**config.mk**
```make
export PLATFORM = sky130hd
export DESIGN_NAME = bcd_time_display_scan
export DESIGN_NICKNAME = d
export VERILOG_FILES = /design/src/rtl/bcd_time_display_scan.sv
export SDC_FILE = /design/constraint.sdc
export NUM_CORES = 1
export LEC_CHECK = 0
export BUFFER_PORTS_ARGS = -buffer_cell sky130_fd_sc_hd__buf_2
export CORE_AREA = 2 2 72 81
export CTS_CLUSTER_DIAMETER = 30
export CTS_CLUSTER_SIZE = 24
export DETAILED_ROUTE_END_ITERATION = 8
export DIE_AREA = 0 0 74 83
export PLACE_DENSITY = 0.78
export SETUP_SLACK_MARGIN = 0.05
export SLEW_MARGIN = 20
export SYNTH_ARGS = -nofsm -noshare
export SYNTH_HDL_FRONTEND = slang
export SYNTH_SLANG_ARGS = --single-unit
```
**constraint.sdc**
```tcl
create_clock -name clk -period 4.1 [get_ports clk]
set_clock_uncertainty 0.15 [all_clocks]
set_input_delay 0.41 -clock clk [delete_from_list [all_inputs] [get_ports clk]]
set_output_delay 0.41 -clock clk [all_outputs]
set_load 0.005 [all_outputs]
```
**src/rtl/bcd_time_display_scan.sv**
```systemverilog
// Reader of the 12-hour BCD time bus: snapshots once per frame and scans a 6-digit
// common-anode display (HH MM SS) with PM lamp, blinking colon and sticky bad-BCD flag.
module bcd_time_display_scan #(
   parameter int SCAN_DIV  = 1000,
   parameter int BLANK_CYC = 16
) (
   input  logic       clk,
   input  logic       reset,
   input  logic [7:0] hh,
   input  logic [7:0] mm,
   input  logic [7:0] ss,
   input  logic       pm,
   output logic [5:0] an,
   output logic [6:0] seg,
   output logic       dp,
   output logic       pm_led,
   output logic       bcd_err
);

   localparam int            CW      = $clog2(SCAN_DIV);
   localparam logic [CW-1:0] CNT_MAX = CW'(SCAN_DIV - 1);

   logic [CW-1:0] cnt;
   logic [2:0]    idx;
   logic [7:0]    snap_hh, snap_mm, snap_ss;
   logic          snap_pm;
   logic          slot_end, frame_end, blank, load_err;
   logic [3:0]    nib;
   logic [5:0]    an_nxt;
   logic [6:0]    seg_nxt;
   logic          dp_nxt;

   function automatic logic [6:0] enc(input logic [3:0] d);
      case (d)
         4'd0:    enc = 7'h40;
         4'd1:    enc = 7'h79;
         4'd2:    enc = 7'h24;
         4'd3:    enc = 7'h30;
         4'd4:    enc = 7'h19;
         4'd5:    enc = 7'h12;
         4'd6:    enc = 7'h02;
         4'd7:    enc = 7'h78;
         4'd8:    enc = 7'h00;
         4'd9:    enc = 7'h10;
         default: enc = 7'h3F;
      endcase
   endfunction

   function automatic logic over9(input logic [3:0] d);
      over9 = (d > 4'd9);
   endfunction

   assign slot_end  = (cnt == CNT_MAX);
   assign frame_end = slot_end && (idx == 3'd5);

   generate
      if (BLANK_CYC == 0) begin : g_noblank
         assign blank = 1'b0;
      end else begin : g_blank
         assign blank = (32'(cnt) < $unsigned(BLANK_CYC));
      end
   endgenerate

   // Judged on the live bus, since this is exactly what gets loaded on a boundary.
   assign load_err = over9(hh[7:4]) | over9(hh[3:0]) | over9(mm[7:4]) |
                     over9(mm[3:0]) | over9(ss[7:4]) | over9(ss[3:0]) |
                     (hh == 8'h00);

   always_comb begin
      nib     = 4'd0;
      an_nxt  = 6'b111111;
      seg_nxt = 7'h7F;
      dp_nxt  = 1'b1;
      case (idx)
         3'd0:    nib = snap_hh[7:4];
         3'd1:    nib = snap_hh[3:0];
         3'd2:    nib = snap_mm[7:4];
         3'd3:    nib = snap_mm[3:0];
         3'd4:    nib = snap_ss[7:4];
         3'd5:    nib = snap_ss[3:0];
         default: nib = 4'd0;
      endcase
      if (!blank) begin
         an_nxt  = ~(6'b000001 << idx);
         seg_nxt = (idx == 3'd0 && snap_hh[7:4] == 4'd0) ? 7'h7F : enc(nib);
         dp_nxt  = ~(((idx == 3'd1) || (idx == 3'd3)) && !snap_ss[0]);
      end
   end

   always_ff @(posedge clk or posedge reset) begin
      if (reset) begin
         cnt     <= '0;
         idx     <= 3'd0;
         snap_hh <= 8'h12;
         snap_mm <= 8'h00;
         snap_ss <= 8'h00;
         snap_pm <= 1'b0;
         an      <= 6'b111111;
         seg     <= 7'h7F;
         dp      <= 1'b1;
         pm_led  <= 1'b0;
         bcd_err <= 1'b0;
      end else begin
         cnt <= slot_end ? '0 : cnt + 1'b1;
         if (slot_end) begin
            idx <= (idx == 3'd5) ? 3'd0 : idx + 3'd1;
         end
         if (frame_end) begin
            snap_hh <= hh;
            snap_mm <= mm;
            snap_ss <= ss;
            snap_pm <= pm;
            if (load_err) begin
               bcd_err <= 1'b1;
            end
         end
         an     <= an_nxt;
         seg    <= seg_nxt;
         dp     <= dp_nxt;
         pm_led <= snap_pm;
      end
   end

endmodule

```
### Word level (Yosys, flattened, before mapping)

Memories as Yosys holds them, arrays and structs flattened.
Index checks and enable logic that the tools add are counted.

* $add $sub $neg: 2
* $lt $le $gt $ge: 7
* equal/unequal tests: 6
* shift operators: 1
* muxes and demuxes: 7
* bitwise logic cells: 8
* reduce and logical (&&, ||, !) cells: 9

Operator list (number)
* greater-than comparator 4 bit, second input constant: 6
* case mux 4 bit (6 select lines): 1
* 2-to-1 mux 7 bit: 2
* adder 10 x 1 -> 10 bit, second input constant: 1
* equality test 10 bit, second input constant: 1
* less-than comparator 10 x 5 -> 1 bit, second input constant: 1
* 2-to-1 mux 10 bit: 1
* zero test 8 bit: 1
* equality test 3 x 2 -> 1 bit, second input constant: 2
* equality test 3 bit, second input constant: 2
* 2-to-1 mux 6 bit: 1
* NOT 6 bit: 1
* bitwise OR 1 bit: 6
* << shifter 1 x 3 -> 6 bit, first input constant: 1
* zero test 4 bit: 1
* adder 3 x 1 -> 3 bit, second input constant: 1
* equality test 3 x 1 -> 1 bit, second input constant: 1
* logical AND 1 bit: 3
* zero test 3 bit: 1
* 2-to-1 mux 3 bit: 1
* AND reduction 2 bit: 1
* zero test 1 bit: 1
* logical OR 1 bit: 1
* 2-to-1 mux 1 bit: 1
* NOT 1 bit: 1

* register bits after elaboration: 54
* memory bits (read-only): 112
* bits of input ports: 27
* output and inout bits: 16
* memories: 1

Memory list
* (no name shown): depth 16, width 7, rd ports 1, clocked after memory_dff 0, write ports 0, line 34 `case (d)`

### Depth between registers and ports, before layout

Gate-level depths: netlist (run 1).

* depth in word-level cells: 8
* mapped depth: 10

### Least setup slack after synthesis (run 1)

OpenSTA, ideal clock, no wires.

* kind: register to register
* from: reg idx[0]
* to: reg seg[3]
* library setup time: 82 ps
* data arrival time: 2514 ps
* required time: 3868 ps
* path slack: 1354 ps
* stages on the path, launching flop included: 11
* buffers on the path: 2
* cell sequence: dfrtp_1 buf_6 clkbuf_1 and2_1 ha_1 a22o_1 nor3_1 inv_1 ha_1 nand2b_1 o31a_1

* longest elaborated chain between the ends: 5
* elaborated cells between the ends (all ways): 11
* classes of those cells: eq/ne: 5; mux: 3; reduce/logical: 2; memory: 1

Ends and longest elaborated chain
* start: declaration: line 24 `logic [2:0] idx;`
* start signal: assignment: line 106 `idx <= (idx == 3'd5) ? 3'd0 : idx + 3'd1;`
* equality test 3 bit (tied with other cells): line 74 `case (idx)`
* case mux 4 bit (6 select lines): line 74
* memory (16 x 7 bit)
* 2-to-1 mux 7 bit (*): line 85 `seg_nxt = (idx == 3'd0 && snap_hh[7:4] == 4'd0) ? 7'h7F : enc(nib);`
* 2-to-1 mux 7 bit (*): line 83 `if (!blank) begin`
* net seg_nxt[3]: line 30 `logic [6:0] seg_nxt;`
* end signal: assignment: line 118 `seg <= seg_nxt;`
* end: declaration: line 14 `output logic [6:0] seg,`

The timed path passes the listed nets; every way through them passes the cells marked *.
A chain may end at the register's enable or synchronous reset.

### Worst setup path in the final report (run 1)

Same ends and word-level chain as after synthesis.

==> impl_metrics.tcl, run 1 <==
set metrics [dict create \
    antenna_found_initial 0 \
    place_hpwl_mm 3.567 \
    critPathRequiredTime_ns 4.18 \
    gp_congestion 0.9031 \
    setup_tns_ns 0 \
    effective_utilization_at_floorplan_pct 48.68 \
    area_growth_pct 14.33 \
    synth_top_area_share_pct 36.93 \
    die_width_um 74 \
    cp_endpoint_kind "flip-flop" \
    critical_path.top_delay_family "simple AND/OR/NAND/NOR gates" \
    hold_class "in -> reg" \
    grt_overflow 0 \
    synthesized_netlist_net_count 256 \
    cts_tree "done" \
    setup.worst_path.start "idx[0]$_DFFE_PP0N_" \
    final-seq-area_mm2 0.001371 \
    max_cap_violations 0 \
    antennaDiodeCount 0 \
    route.final.wire_length_mm 4.700 \
    crit_path_cell_trace "and2_1 -> ha_1 -> a22o_1 -> nor3_1 -> inv_1 -> ha_1 -> nand2b_1 -> o31a_1" \
    worstReg2RegStart "idx[0]$_DFFE_PP0N_" \
    design.final.nets 298 \
    worst_skew_pair.late_latency_ns 0.31 \
    final_max_slew_viol_count 0 \
    number_of_levels_in_the_clock_h_tree 2 \
    synth_top_cells_by_count "38 x dfrtp_1, 26 x mux2_2, 18 x nor2_1, 16 x dfstp_2, 16 x nand2_1" \
    crit_top_cell "ha_1" \
    drt_first_pass_iters 4 \
    synth.top_cells.by_area "dfrtp_1 37%, dfstp_2 16%, mux2_2 11%" \
    synth_enable_flop_cells 0 \
    fmax_mhz 334.5 \
    antenna_violating_nets_post_route 0 \
    powerDensity_mw_per_mm2 295.8 \
    grtUsageTotal_pct 16.96 \
    synth-seq-area-share_pct 53.26 \
    grt_start_max_net_pins 38 \
    setup_viol 0 \
    io-pin-count 43 \
    drt-initial-drc-count 87 \
    crit_type "reg -> reg" \
    worst_setup_hold_path_clk_slew_ns 0.10 \
    cts_root_buf "clkbuf_8" \
    coreArea_mm2 0.005290 \
    post_route_cells_drive_above_1_share_pct 36.98 \
    cpMaxStageDelayCell "dfrtp_1" \
    postCtsSetupBuffers 0 \
    synth_async_sr_flop_share_pct 100.0 \
    min_period_over_period_pct 72.91 \
    design.die.area_mm2 0.006142 \
    fin_crit_ns 2.989 \
    cts_sinks 54 \
    crit_fanout 18 \
    layout.filler_cells 461 \
    synth_cell_type_count 47 \
    layout.core_utilization_pct 55.65 \
    finalHoldViolCount 0 \
    grt_pass1_wl_mm 8.100 \
    worst_slew_slack_as_a_fraction_of_its_limit_pct 44.36 \
    max-vdd-ir-drop_mv 0.1858 \
    drcViolationCount 0 \
    number_of_input_and_output_port_buffers_inserted 42 \
    ys.warnings.count 0 \
    critical_path_buf_inv_count 1 \
    holdCritStartpoint "ss[4]" \
    avgViaCountPerCell 5.303 \
    cts_buf_count 5 \
    average_detailed_routed_wire_length_per_instance_um 13.82 \
    detailedPlace.worstSlack_ns 1.162 \
    synth_seq_cells 54 \
    multi_input_area_mm2 0.001122 \
    timing.critical_path.slowest_cell_delay_ns 0.58 \
    max-clock-path-buffers 2 \
    postLayoutSetupSlackWorst_ns 1.111 \
    outcome "finished, final reports clean" \
    cell_area_after_layout_mm2 0.002944 \
    critical_path.startpoint_type "flip-flop" \
    synth_top_flop_cell "dfrtp_1" \
    synth.cell_area_mm2 0.002575 \
    synth.most_common_cell "dfrtp_1" \
    num_rows 28 \
    synthDominantAreaCellType "dfrtp_1" \
    power_leakage_uw 0.001357 \
    syn-mean-instance-area_um2 11.60 \
    first_global_vias 1683 \
    grt_setup_unrepaired "no" \
    placed_inst_area_mm2 0.002838 \
    cell_count_after_synthesis 222 \
    die_y_um 83 \
    tightest_slew_ns 0.8307 \
    via_count 1803 \
    post-layout-total-power_uw 870.7 \
    critPathArrivalTime_ns 3.07 \
]
[sequential cells by signal (all words and copies together) (netlist names)]
register and count:
cnt 10, snap_hh 8, snap_mm 8, snap_ss 8, seg 7, an 6, idx 3, bcd_err 1
dp 1, pm_led 1, snap_pm 1
[layer usage]
| metal | track usage [%] | routed length [µm] | vias to the layer above |
|---|---|---|---|
| li1 | - | - | 871 |
| met1 | 24.14 | 2142 | 869 |
| met2 | 25.65 | 2228 | 55 |
| met3 | 3.641 | 244 | 8 |
| met4 | 5.620 | 85 | 0 |
| met5 | 0 | 0 | - |
[report_power, final]
| part | switching, µW | internal, µW |
|---|---|---|
| clock network | 168 | 140 |
| registers | 0 | 533 |
| logic | 18.2 | 11.7 |
| total | 186 | 685 |
[area by class of cell]
| type | count | share of cell area (%) |
|---|---|---|
| repair buffers | 46 | 8.245 |
| well taps | 75 | 3.187 |
| clock inverters | 1 | 0.2975 |
| multi-input cells | 152 | 38.12 |
| flip-flops and latches | 54 | 46.58 |
| clock buffers | 7 | 2.932 |
| inverters | 5 | 0.6375 |
[worst paths after layout]
kind	endpoint	slack [ns]	cells past startpoint
worst max-delay path	seg[3]$_DFF_PP1_	1.11	8
worst min-delay path	snap_ss[4]$_DFFE_PP0P_	0.18	2
worst max register to register	seg[3]$_DFF_PP1_	1.11	8
worst min register to register	pm_led$_DFF_PP0_	0.23	0
max in group asynchronous	snap_hh[1]$_DFFE_PP1P_	2.55	4
min in group asynchronous	snap_mm[3]$_DFFE_PP0P_	0.47	3
[cells in the final DEF, fill, tap and decap left out, drive strengths merged, types with 2 or more instances in the layout]
cell    synthesis  final
nor2           18     18
nand2b          4      4
a31oi           2      2
dfrtp          38     38
a21oi           3      3
o31a            2      2
xnor2           3      3
mux2i           5      5
nand2          16     16
and2            4      4
nor4            3      3
and3b           4      4
clkbuf          2      7
nand4           2      2
nand3b          2      2
xor2            4      4
nand3           8      8
buf             9     45
inv             5      6
mux2           27     27
a22o            2      2
o21ai          13     13
ha              7      7
dfstp          16     16
nor3            6      6
[repair_timing]
action                                 CTS  global route
hold buffers                             1             0
gates resized for setup                  0             0
endpoints found under the hold margin    9             0
[cells by family (layout without fill, tap and decap cells)]
group / after synthesis / after routing / share of synthesized area (%)
xor gates and xnor gates: 7 / 7 / 2.381
and+or+nand+nor: 72 / 72 / 14.19
adders and majority gates: 7 / 7 / 3.401
buffers and inverters: 16 / 59 / 3.207
DFF: 54 / 54 / 53.26
muxes: 33 / 33 / 14.92
AOI/OAI and AO/OA: 33 / 33 / 8.650
[worst register-to-register path, delay by kind of cell (launching register included)]
family                     cells  cell delay, ns
AOI/OAI and AO/OA              2            0.52
and+or+nand+nor                3            0.94
DFF                            1            0.58
adders and majority gates      2            0.57
buffers and inverters          1            0.15
[through the flow]
step | instances | hold WS [ns]
finish | 340 | 0.1776
global route | 340 | 0.1719
CTS | 340 | 0.1656
detailed placement | 331 | 0.2166
global placement | 331 | 0.2134
floorplan | 222 | 0.2001
(Power assumes the default switching activity.)
==> run 2, diff against run 1 <==
--- a/config.mk
+++ b/config.mk
@@ -11,7 +11,7 @@
 export CTS_CLUSTER_SIZE = 24
 export DETAILED_ROUTE_END_ITERATION = 8
 export DIE_AREA = 0 0 74 83
-export PLACE_DENSITY = 0.78
+export PLACE_DENSITY = 0.81
 export SETUP_SLACK_MARGIN = 0.05
 export SLEW_MARGIN = 20
 export SYNTH_ARGS = -nofsm -noshare
==> constraint.sdc (replaced) <==
create_clock -name clk -period 2.7 [get_ports clk]
set_clock_uncertainty 0.15 [all_clocks]
set_input_delay 0.27 -clock clk [delete_from_list [all_inputs] [get_ports clk]]
set_output_delay 0.27 -clock clk [all_outputs]
set_load 0.005 [all_outputs]
==> run 2 against run 1 <==
- setup slack got worse by 0.90 ns
- wire length rose by 6.1%
- sequential power rose by 52%
- worst hold slack got worse by 0.14 ns
- fmax rose by 20%
- first-iteration DRC count rose by 93%
- sequential share of layout area fell by 1.4 points
- critical path depth fell by 3
- highest routed layer unchanged
==> impl_metrics.tcl, run 2 (synthesized netlist as in run 1, its figures left out) <==
set metrics [dict create \
    outcome "finished, final reports clean" \
    internal-power_uw 1130 \
    grt_pass1_wl_mm 8.411 \
    drt-initial-drc-count 168 \
    grtUsageTotal_pct 17.78 \
    antenna_violating_nets_post_route 0 \
    cts_buf_count 5 \
    critical_path.startpoint_type "flip-flop" \
    setup_viol 0 \
    number_of_input_and_output_port_buffers_inserted 42 \
    switching_share_pct 19.83 \
    avgViaCountPerCell 5.216 \
    critical_path_buf_inv_count 1 \
    max-clock-path-buffers 2 \
    max_cap_violations 0 \
    max_flop_register "cnt" \
    timing.critical_path.slowest_cell_delay_ns 0.52 \
    crit_path_cell_trace "buf_4 -> mux2_4 -> a222oi_1 -> nand2_1 -> o32a_1" \
    placed_inst_area_mm2 0.002908 \
    largest_register_ff_count 10 \
    critPathRequiredTime_ns 2.78 \
    design.die.area_mm2 0.006142 \
    grt_start_max_net_pins 55 \
    number_of_levels_in_the_clock_h_tree 2 \
    comb_power_share_pct 3.3 \
    powerDensity_mw_per_mm2 464.4 \
    critPathArrivalTime_ns 2.57 \
    route.final.wire_length_mm 4.987 \
    worst_skew_pair.late_latency_ns 0.31 \
    post_route_cells_drive_above_1_share_pct 38.60 \
    via_count 1810 \
    critical_path.top_delay_family "compound AO/OA/AOI/OAI gates" \
    drcViolationCount 0 \
    die_y_um 83 \
    effective_utilization_at_floorplan_pct 48.68 \
    max-vdd-ir-drop_mv 0.2923 \
    switching_power_uw 279.5 \
    layout.filler_cells 437 \
    die_width_um 74 \
    antennaDiodeCount 0 \
    most-common-layout-cells "42 x buf_2, 38 x dfrtp_1, 26 x mux2_2" \
    cpMaxStageDelayCell "a222oi_1" \
    cts-resized-gates 0 \
    setup_tns_ns 0 \
    final-seq-area_mm2 0.001371 \
    hold_class "in -> reg" \
    place_hpwl_mm 3.697 \
    grt_overflow 0 \
    antenna_found_initial 0 \
    coreArea_mm2 0.005290 \
    area_growth_pct 17.83 \
    detailedPlace.worstSlack_ns 0.2862 \
    postLayoutSetupSlackWorst_ns 0.2090 \
    power.share.sequential_pct 57.4 \
    power_leakage_uw 0.001405 \
    cell_area_after_layout_mm2 0.003034 \
    layout.cells.most_common "buf_2" \
    design.final.nets 305 \
    fmax_mhz 401.4 \
    cts_sinks 54 \
    final_max_slew_viol_count 0 \
    grt_setup_unrepaired "no" \
    num_rows 28 \
    cp_endpoint_kind "flip-flop" \
    cts_tree "done" \
    io-pin-count 43 \
    multi_input_area_mm2 0.001126 \
    postCtsSetupBuffers 0 \
    drt_first_pass_iters 4 \
    worst_setup_hold_path_clk_slew_ns 0.10 \
    fin_crit_ns 2.491 \
    crit_type "reg -> reg" \
    clock_power_share_pct 39.3 \
    crit_fanout 8 \
    first_global_vias 1705 \
    gp_congestion 0.9398 \
    tightest_slew_ns 0.6824 \
    worst_slew_slack_as_a_fraction_of_its_limit_pct 54.39 \
    min_period_over_period_pct 92.26 \
    cts_root_buf "clkbuf_8" \
    finalHoldViolCount 0 \
    average_detailed_routed_wire_length_per_instance_um 14.37 \
]
==> run 2: cell types whose count changed in the layout (fill, tap and decap cells not counted), sizes merged <==
cell,change
buf,+7
bufinv,+1
inv,-1
==> run 2: routing by layer <==
metal / up-vias / track usage (%) / wire (µm) / share of wire (%)
met4: 0 / 8.264 / 138 / 2.8
li1: 883 / - / - / -
met5: - / 0 / 0 / 0
met3: 10 / 4.248 / 243 / 4.9
met1: 857 / 25.56 / 2325 / 47
met2: 60 / 25.16 / 2279 / 46
==> run 2: area by class of cell <==
class / count / share of cell area (%)
clock buffer: 7 / 2.845
timing repair buffer: 53 / 10.14
tap: 75 / 3.093
clock inverter: 1 / 0.9897
inverter: 5 / 0.6186
sequential: 54 / 45.20
multi-input combinational: 152 / 37.11
==> run 2: worst reg2reg max path, cell delays in order (launching register included) <==
cell      delay [ns]
dfrtp_1         0.49
buf_4           0.21
mux2_4          0.30
a222oi_1        0.52
nand2_1         0.33
o32a_1          0.42
==> run 2: final timing paths <==
| path | startpoint | to | slack (ns) | cells past startpoint |
|---|---|---|---|---|
| worst max-delay path | idx[2]$_DFFE_PP0N_ | seg[4]$_DFF_PP1_ | 0.21 | 5 |
| worst min-delay path | ss[4] | snap_ss[4]$_DFFE_PP0P_ | 0.04 | 2 |
| worst max register to register | idx[2]$_DFFE_PP0N_ | seg[4]$_DFF_PP1_ | 0.21 | 5 |
| worst min register to register | snap_pm$_DFFE_PP0P_ | pm_led$_DFF_PP0_ | 0.23 | 0 |
| max in group asynchronous | reset | snap_mm[4]$_DFFE_PP0P_ | 1.44 | 4 |
| min in group asynchronous | reset | snap_hh[3]$_DFFE_PP0P_ | 0.54 | 4 |
==> run 2: stage by stage <==
stage	utilization (%)	instances	power [µW]	hold slack, ns
detailed placement	54.97	338	870.1	0.2192
global placement	54.97	338	869.5	0.2096
CTS	57.36	347	1423	0.03112
global route	57.36	347	1467	0.02716
finish	57.36	347	1409	0.03648
floorplan	-	222	840.1	0.2001
==> run 2: power groups by stage <==
stage               sequential [µW]  clock (µW)  combinational (µW)
detailed placement              824           0                45.8
global placement                824           0                45.1
floorplan                       824           0                15.8
global route                    810         604                53.0
finish                          809         554                45.8
CTS                             809         566                47.1
==> run 2: what timing repair did <==
item / 4_1_cts / 5_1_grt
endpoints found under the hold margin: 24 / 0
hold buffers: 1 / 0
endpoints found under the setup margin: 0 / 0
